<file path="src/rtl/mr_prime_tester.sv">
// Miller-Rabin primality tester: valid/ready candidate in, valid/ready verdict out.
// Define MR_TRIAL_DIV_EN to add a trial-division pass (3,5,7,11,13) ahead of the MR rounds.
module mr_prime_tester #(
  parameter int          WORD_WIDTH = 32,
  parameter int          MAX_ROUNDS = 12,
  parameter logic [31:0] LFSR_SEED  = 32'hACE1_2468
) (
  input  logic                  clk,
  input  logic                  rst_n,
  input  logic                  in_valid,
  output logic                  in_ready,
  input  logic [WORD_WIDTH-1:0] n,
  input  logic [5:0]            security_parameter,
  input  logic                  witness_mode,
  output logic                  out_valid,
  input  logic                  out_ready,
  output logic                  is_prime,
  output logic [5:0]            rounds_run,
  output logic                  busy
);

  localparam int W  = WORD_WIDTH;
  localparam int EW = $clog2(W + 1);
  localparam int SW = $clog2(W);
  localparam logic [31:0]  SEED  = (LFSR_SEED == 32'd0) ? 32'd1 : LFSR_SEED;
  localparam logic [W-1:0] ONE   = W'(1);
  localparam logic [W-1:0] TWO   = W'(2);
  localparam logic [W-1:0] THREE = W'(3);

  typedef enum logic [2:0] {
    IDLE, PRECHK,
`ifdef MR_TRIAL_DIV_EN
    TDIV,
`endif
    DECOMP, PICK, EXP, SQR, DONE
  } state_t;
  typedef enum logic [1:0] {E_SCAN, E_SQ, E_MUL} eph_t;

  function automatic logic [5:0] base_of(input logic [3:0] i);
    case (i)
      4'd0: base_of = 6'd2;    4'd1: base_of = 6'd3;    4'd2: base_of = 6'd5;
      4'd3: base_of = 6'd7;    4'd4: base_of = 6'd11;   4'd5: base_of = 6'd13;
      4'd6: base_of = 6'd17;   4'd7: base_of = 6'd19;   4'd8: base_of = 6'd23;
      4'd9: base_of = 6'd29;   4'd10: base_of = 6'd31;  default: base_of = 6'd37;
    endcase
  endfunction

  state_t state, state_nxt;
  eph_t eph, eph_nxt;
  logic [W-1:0] n_r, n_nxt, d_r, d_nxt, a_r, a_nxt, x_r, x_nxt, e_d, ed_nxt;
  logic [SW-1:0] s_r, s_nxt, sq_left, sq_nxt;
  logic [EW-1:0] e_cnt, ecnt_nxt;
  logic [3:0] r_tgt, r_nxt, idx, idx_nxt, r_in;
  logic [5:0] rr_r, rr_nxt;
  logic prime_r, prime_nxt, mode_r, mode_nxt, started, started_nxt, sq_first, first_nxt;
  logic [31:0] lfsr, lfsr_nxt, lfsr_step;
  logic [W-1:0] lfsr_tiled, n_mask, lfsr_cand, base_w, n_m1, n_m2;
  logic round_pass, round_fail;

  logic mul_start, mul_busy, mul_done;
  logic [W-1:0] mul_in_a, mul_in_b, mul_ma, mul_mb;
  logic [W+1:0] mul_acc, mul_dbl, mul_add, n_ext;
  logic [EW-1:0] mul_cnt;

`ifdef MR_TRIAL_DIV_EN
  logic [2:0] p_idx, p_idx_nxt;
  logic [4:0] rem, rem_nxt, prime_p, rem_new;
  logic [5:0] rem_x;
  logic [W-1:0] t_sh, t_sh_nxt;
  logic [EW-1:0] t_cnt, t_cnt_nxt;

  always_comb begin
    case (p_idx)
      3'd0: prime_p = 5'd3;   3'd1: prime_p = 5'd5;   3'd2: prime_p = 5'd7;
      3'd3: prime_p = 5'd11;  default: prime_p = 5'd13;
    endcase
    rem_x   = {rem, t_sh[W-1]};
    rem_new = (rem_x >= {1'b0, prime_p}) ? 5'(rem_x - {1'b0, prime_p}) : rem_x[4:0];
  end
`endif

  // Witness LFSR is tiled across the word, then masked to the bit length of n.
  for (genvar k = 0; k < W; k++) begin : g_bits
    assign lfsr_tiled[k] = lfsr[k % 32];
    assign n_mask[k]     = |n_r[W-1:k];
  end

  assign lfsr_step = lfsr[0] ? ((lfsr >> 1) ^ 32'h8020_0003) : (lfsr >> 1);
  assign lfsr_cand = lfsr_tiled & n_mask;
  assign base_w    = {{(W-6){1'b0}}, base_of(idx)};
  assign n_m1      = n_r - ONE;
  assign n_m2      = n_r - TWO;
  assign n_ext     = {2'b00, n_r};
  assign r_in      = (security_parameter == 6'd0) ? 4'd1 :
                     (security_parameter > 6'(MAX_ROUNDS)) ? 4'(MAX_ROUNDS) : security_parameter[3:0];

  assign in_ready   = (state == IDLE);
  assign out_valid  = (state == DONE);
  assign busy       = (state != IDLE) && (state != DONE);
  assign is_prime   = prime_r;
  assign rounds_run = rr_r;

  // Shared interleaved modular multiplier: r <- 2r (+a) mod n, one B bit per cycle.
  assign mul_done = mul_busy && (mul_cnt == '0);
  always_comb begin
    mul_dbl = mul_acc << 1;
    if (mul_dbl >= n_ext) mul_dbl = mul_dbl - n_ext;
    mul_add = mul_dbl + {2'b00, mul_ma};
    if (mul_add >= n_ext) mul_add = mul_add - n_ext;
  end

  always_ff @(posedge clk or negedge rst_n) begin
    if (!rst_n) begin
      mul_busy <= 1'b0; mul_cnt <= '0; mul_acc <= '0; mul_ma <= '0; mul_mb <= '0;
    end else if (mul_start) begin
      mul_busy <= 1'b1; mul_cnt <= EW'(W); mul_acc <= '0; mul_ma <= mul_in_a; mul_mb <= mul_in_b;
    end else if (mul_done) begin
      mul_busy <= 1'b0;
    end else if (mul_busy) begin
      mul_acc <= mul_mb[W-1] ? mul_add : mul_dbl;
      mul_mb  <= mul_mb << 1;
      mul_cnt <= mul_cnt - 1'b1;
    end
  end

  always_comb begin
    state_nxt = state; n_nxt = n_r; d_nxt = d_r; s_nxt = s_r; r_nxt = r_tgt; idx_nxt = idx;
    rr_nxt = rr_r; prime_nxt = prime_r; mode_nxt = mode_r; a_nxt = a_r; x_nxt = x_r;
    ed_nxt = e_d; ecnt_nxt = e_cnt; eph_nxt = eph; started_nxt = started; first_nxt = sq_first;
    sq_nxt = sq_left; lfsr_nxt = lfsr;
    mul_start = 1'b0; mul_in_a = x_r; mul_in_b = x_r;
    round_pass = 1'b0; round_fail = 1'b0;
`ifdef MR_TRIAL_DIV_EN
    p_idx_nxt = p_idx; rem_nxt = rem; t_sh_nxt = t_sh; t_cnt_nxt = t_cnt;
`endif
    case (state)
      IDLE: if (in_valid) begin
        n_nxt = n; r_nxt = r_in; mode_nxt = witness_mode;
        idx_nxt = '0; rr_nxt = '0; prime_nxt = 1'b0; state_nxt = PRECHK;
      end
      PRECHK: begin
        d_nxt = n_m1; s_nxt = '0;
        if (n_r < TWO) state_nxt = DONE;
        else if (n_r == TWO || n_r == THREE) begin prime_nxt = 1'b1; state_nxt = DONE; end
        else if (!n_r[0]) state_nxt = DONE;
        else begin
`ifdef MR_TRIAL_DIV_EN
          p_idx_nxt = '0; rem_nxt = '0; t_sh_nxt = n_r; t_cnt_nxt = EW'(W); state_nxt = TDIV;
`else
          state_nxt = DECOMP;
`endif
        end
      end
`ifdef MR_TRIAL_DIV_EN
      TDIV: begin
        rem_nxt = rem_new; t_sh_nxt = t_sh << 1; t_cnt_nxt = t_cnt - 1'b1;
        if (t_cnt == EW'(1)) begin
          if (n_r == W'(prime_p)) state_nxt = DECOMP;
          else if (rem_new == 5'd0) state_nxt = DONE;
          else if (p_idx == 3'd4) state_nxt = DECOMP;
          else begin p_idx_nxt = p_idx + 3'd1; rem_nxt = '0; t_sh_nxt = n_r; t_cnt_nxt = EW'(W); end
        end
      end
`endif
      DECOMP: if (!d_r[0]) begin d_nxt = d_r >> 1; s_nxt = s_r + 1'b1; end
              else state_nxt = PICK;
      PICK: begin
        ed_nxt = d_r; ecnt_nxt = EW'(W); eph_nxt = E_SCAN; started_nxt = 1'b0;
        if (!mode_r) begin
          if (base_w >= n_m1) round_pass = 1'b1;
          else begin a_nxt = base_w; state_nxt = EXP; end
        end else begin
          lfsr_nxt = lfsr_step;
          if (lfsr_cand >= TWO && lfsr_cand <= n_m2) begin a_nxt = lfsr_cand; state_nxt = EXP; end
        end
      end
      // Left-to-right exponent scan; leading zeros skipped, first one loads x = a.
      EXP: if (mul_busy) begin
        if (mul_done) x_nxt = mul_acc[W-1:0];
      end else begin
        case (eph)
          E_SCAN: if (e_cnt == '0) begin
            state_nxt = SQR; first_nxt = 1'b1; sq_nxt = s_r - 1'b1;
          end else if (!started) begin
            if (e_d[W-1]) begin x_nxt = a_r; started_nxt = 1'b1; end
            ed_nxt = e_d << 1; ecnt_nxt = e_cnt - 1'b1;
          end else begin
            mul_start = 1'b1; mul_in_a = x_r; mul_in_b = x_r; eph_nxt = E_SQ;
          end
          E_SQ: if (e_d[W-1]) begin
            mul_start = 1'b1; mul_in_a = a_r; mul_in_b = x_r; eph_nxt = E_MUL;
          end else begin
            ed_nxt = e_d << 1; ecnt_nxt = e_cnt - 1'b1; eph_nxt = E_SCAN;
          end
          default: begin ed_nxt = e_d << 1; ecnt_nxt = e_cnt - 1'b1; eph_nxt = E_SCAN; end
        endcase
      end
      SQR: if (mul_busy) begin
        if (mul_done) x_nxt = mul_acc[W-1:0];
      end else if (x_r == n_m1 || (sq_first && x_r == ONE)) round_pass = 1'b1;
      else if (x_r == ONE || sq_left == '0) round_fail = 1'b1;
      else begin
        mul_start = 1'b1; mul_in_a = x_r; mul_in_b = x_r; sq_nxt = sq_left - 1'b1; first_nxt = 1'b0;
      end
      DONE: if (out_ready) state_nxt = IDLE;
      default: state_nxt = IDLE;
    endcase
    if (round_pass) begin
      rr_nxt = rr_r + 6'd1; idx_nxt = idx + 4'd1;
      if (idx + 4'd1 == r_tgt) begin prime_nxt = 1'b1; state_nxt = DONE; end
      else state_nxt = PICK;
    end
    if (round_fail) begin rr_nxt = rr_r + 6'd1; prime_nxt = 1'b0; state_nxt = DONE; end
  end

  always_ff @(posedge clk or negedge rst_n) begin
    if (!rst_n) begin
      state <= IDLE; n_r <= '0; d_r <= '0; s_r <= '0; r_tgt <= '0; idx <= '0; rr_r <= '0;
      prime_r <= 1'b0; mode_r <= 1'b0; a_r <= '0; x_r <= '0; e_d <= '0; e_cnt <= '0;
      eph <= E_SCAN; started <= 1'b0; sq_first <= 1'b0; sq_left <= '0; lfsr <= SEED;
`ifdef MR_TRIAL_DIV_EN
      p_idx <= '0; rem <= '0; t_sh <= '0; t_cnt <= '0;
`endif
    end else begin
      state <= state_nxt; n_r <= n_nxt; d_r <= d_nxt; s_r <= s_nxt; r_tgt <= r_nxt; idx <= idx_nxt;
      rr_r <= rr_nxt; prime_r <= prime_nxt; mode_r <= mode_nxt; a_r <= a_nxt; x_r <= x_nxt;
      e_d <= ed_nxt; e_cnt <= ecnt_nxt; eph <= eph_nxt; started <= started_nxt;
      sq_first <= first_nxt; sq_left <= sq_nxt; lfsr <= lfsr_nxt;
`ifdef MR_TRIAL_DIV_EN
      p_idx <= p_idx_nxt; rem <= rem_nxt; t_sh <= t_sh_nxt; t_cnt <= t_cnt_nxt;
`endif
    end
  end

endmodule

</file>
<file path="config.mk">
export PLATFORM = sky130hd
export DESIGN_NAME = mr_prime_tester
export DESIGN_NICKNAME = d
export VERILOG_FILES = /design/src/rtl/mr_prime_tester.sv
export SDC_FILE = /design/constraint.sdc
export NUM_CORES = 1
export LEC_CHECK = 0
export ABC_AREA = 1
export CAP_MARGIN = 0
export CORE_ASPECT_RATIO = 0.7
export CORE_MARGIN = 2
export CORE_UTILIZATION = 35
export CTS_BUF_LIST = sky130_fd_sc_hd__clkbuf_8
export DETAILED_ROUTE_END_ITERATION = 10
export PLACE_DENSITY = 0.51
export SLEW_MARGIN = 15
export SYNTH_ARGS = -nofsm -noshare
export SYNTH_HDL_FRONTEND = slang
export SYNTH_SLANG_ARGS = --single-unit
</file>
<file path="constraint.sdc">
create_clock -name clk -period 9.1 [get_ports clk]
set_input_delay 1.365 -clock clk [delete_from_list [all_inputs] [get_ports clk]]
set_output_delay 1.365 -clock clk [all_outputs]
set_load 0.01 [all_outputs]
</file>
==> metrics.md <==
| Metric | Value |
|---|---|
| Status | finished clean |
| Die height | 234.0 µm |
| Yosys Warn Count | 0 |
| 1st-pass router iterations | 6 |
| Vias in the first global route | 24925 |
| Hold_sp | s_r[4] |
| Vias per cell | 5.548 |
| Syn Inst Count | 3954 |
| R2R depth | 38 |
| Pin count of the biggest net entering global routing | 100 |
| Final Hold Fails | 0 |
| Final setup viols | 0 |
| Hold Path End | s_r[4] |
| Setup TNS | 0 ns |
| Leading cell types in the layout, fill and taps excluded | nand2_1 (1191), inv_1 (432), nand3_1 (405) |
| Bufs on Longest Clock Path | 3 |
| H-tree levels | 2 |
| Final Max Slew Viols | 0 |
| Setup bufs post-CTS | 0 |
| Core Rows | 84 |
| Antenna Nets Post-Route | 0 |
| Startpoint Class | register |
| DRT iter0 DRCs | 3602 |
| CP most frequent cell | nand2_1 |
| WP data required | 9.75 ns |
| Clock transition at the registers of the reported paths | 0.08 ns |
| CP endpoint kind | register |
| Number of library cell types mapped by synthesis | 55 |
| Final period util | 93.28% |
| Root Buffer Master | clkbuf_8 |
| DRC errors left | 0 |
| Pwr Density | 106.7 nW/µm² |
| Worst-Skew Late Latency | 0.73 ns |
| Post-DP Area | 28050 µm² |
| Reg2Reg Setup Slack | 0.61 ns |
| EDFF count, synth | 0 |
| Lkg Pwr | 14.54 nW |
| Max-Cap Viols | 0 |
| Tightest Hold Check Type | reg -> reg |
| Reg-to-reg startpoint | n_r[24] |
| Area grow syn2layout | 10.92% |
| Placed Cells | 4905 |
| Worst Path Max Fanout | 33 |
| IO Count | 53 |
| Fraction of registers with async set/reset | 100.0% |
| Routed WL | 122300 µm |
| Worst EP arrival | 9.13 ns |
| Peak VDD IR | 102.5 µV |
| Synth top area share | 30.46% |
| Synthesis-stage register bit count | 335 |
| Crit path time final | 8.488 ns |
| First-pass GRT wire length | 176800 µm |
| Syn_nets | 4151 |
| Worst r2r dst | mul_acc[4] |
| Die width | 332.6 µm |
| Slew HR | 20.73% |
| Antenna violations before repair | 6 |
| Post-cts sizing count | 0 |
| Register area share after synthesis | 31.75% |
| Vias | 27851 |
| Post-detail-place hpwl | 96980 µm |
| Fmax | 117.8 MHz |
| Final Net Count | 4175 |
| Drt wl/cell | 24.37 µm |
| Clock tree from TritonCTS | done |
| RePlAce Congestion | 1.037 |
| Clock Sinks | 335 |
| Post-synth top flop | dfrtp_1 |
| Cts hold-fix bufs | 0 |
| Fillers | 8184 |
| Average size of a mapped cell | 6.691 µm² |
| Worst hold path depth | 1 |
| CP Class | reg -> reg |
| Post-synth top area cell | dfrtp_1 |
| Highest-delay cell along the critical path | a21oi_1 |
| Final instance area | 29340 µm² |
| Synth area leaders | dfrtp_1 (30%), nand2_1 (17%), nand3_1 (7.7%), ha_1 (7.1%), o21ai_0 (6.1%) |
| Layout Cells excl Fill | 5020 |
| Worst slew pin tran | 1.178 ns |
| Port Buffers | 52 |
| Cell Area, Synth | 26460 µm² |
| Core Box Area | 74940 µm² |
| Starting Density | 35.30% |
| Final worst clock skew | 0.05294 ns |
| Commonest non-fill, non-tap cell in the layout | nand2_1 |
| Die ar. | 77840 µm² |
| Layout cell share with drive strength beyond 1 | 6.058% |
| Worst hold slack | 0.4585 ns |
| RSZ-0062 raised after global routing | false |
| Max incr delay on CP | 0.57 ns |
| Overall power | 3.132 mW |
| Overflow after GRT | 0 |
| CTS buffer count | 60 |
| Total Routing Usage GR | 30.98% |
## worst max path at each step
| stage | start | end | slack, ns |
|---|---|---|---|
| floorplan | n_r[3] | mul_acc[10] | 3.13 |
| global placement | n_r[24] | mul_acc[30] | 1.14 |
| detailed placement | n_r[24] | mul_acc[4] | 1.07 |
| CTS | n_r[24] | mul_acc[4] | 1.01 |
| global route | n_r[24] | mul_acc[0] | 0.12 |
| finish | n_r[24] | mul_acc[4] | 0.61 |
## sequential cells by signal (all words and copies together) (netlist names)
signal      count
r_tgt           4
is_prime        1
mul_mb         32
e_cnt           6
mul_busy        1
sq_first        1
mul_ma         32
state           3
x_r            32
mode_r          1
started         1
eph             2
lfsr           32
e_d            32
mul_cnt         6
s_r             5
n_r            32
a_r            32
sq_left         5
d_r            32
mul_acc        33
rounds_run      6
idx             4
## power by group
group	switching (mW)	leakage (nW)	internal (mW)
clock network	0.761	0.715	0.826
registers	0	4.39	1.49
logic	0.0368	9.43	0.0174
## cell usage after synthesis (20+ instances only)
master    instances
a21o_1           27
o211ai_1         53
xor2_1           86
o21ai_0         323
nand2_1        1192
xnor2_1          35
nand3_1         405
nor3_1           27
nand4_1          90
dfrtp_1         322
inv_1           420
or2_2            30
nor2_1          299
a21oi_1         150
o221ai_1         28
o21ai_1          20
clkbuf_1        110
ha_1            151
## kinds of logic after synthesis
group / count (synthesis) / synth area share, %
compound gates: 662 / 14.24
fa+ha+maj: 154 / 7.369
mux: 1 / 0.03784
xor+xnor: 124 / 4.261
simple gates: 2107 / 34.00
flops: 335 / 31.75
buf+inv: 571 / 8.348
## worst max-delay path: cells and delay by family (launching register included)
kind,cells,cell delay (ns)
compound gates,3,1.13
xor+xnor,1,0.26
fa+ha+maj,3,1.22
buf+inv,5,1.60
flops,1,0.46
simple gates,26,3.67
## layout make-up
class	instances	area, µm²	area share [%]
diodes	3	7.507	0.02558
clock buffers	78	1074	3.658
clock inverters	34	215.2	0.7334
inverters	430	1614	5.500
multi-input cells	3048	15890	54.14
flip-flops and latches	335	8402	28.63
well taps	989	1237	4.217
repair buffers	103	908.4	3.096
## per-layer routing
layer  global-route usage (%)  share of wire (%)  vias up
met3                    9.609                 12      152
met5                        0              0.038        -
met1                    49.35                 50    13195
met4                    6.818                2.1       10
li1                         -                  -    13132
met2                    39.04                 36     1362
## stage by stage
stage,util [%],worst slack (ns)
2_1_floorplan,-,3.127
3_3_place_gp,37.43,1.139
3_5_place_dp,37.43,1.071
4_1_cts,39.15,1.007
5_1_grt,39.15,0.1155
6_report,39.16,0.6119
No activity file was read; power rests on OpenSTA's default activity.
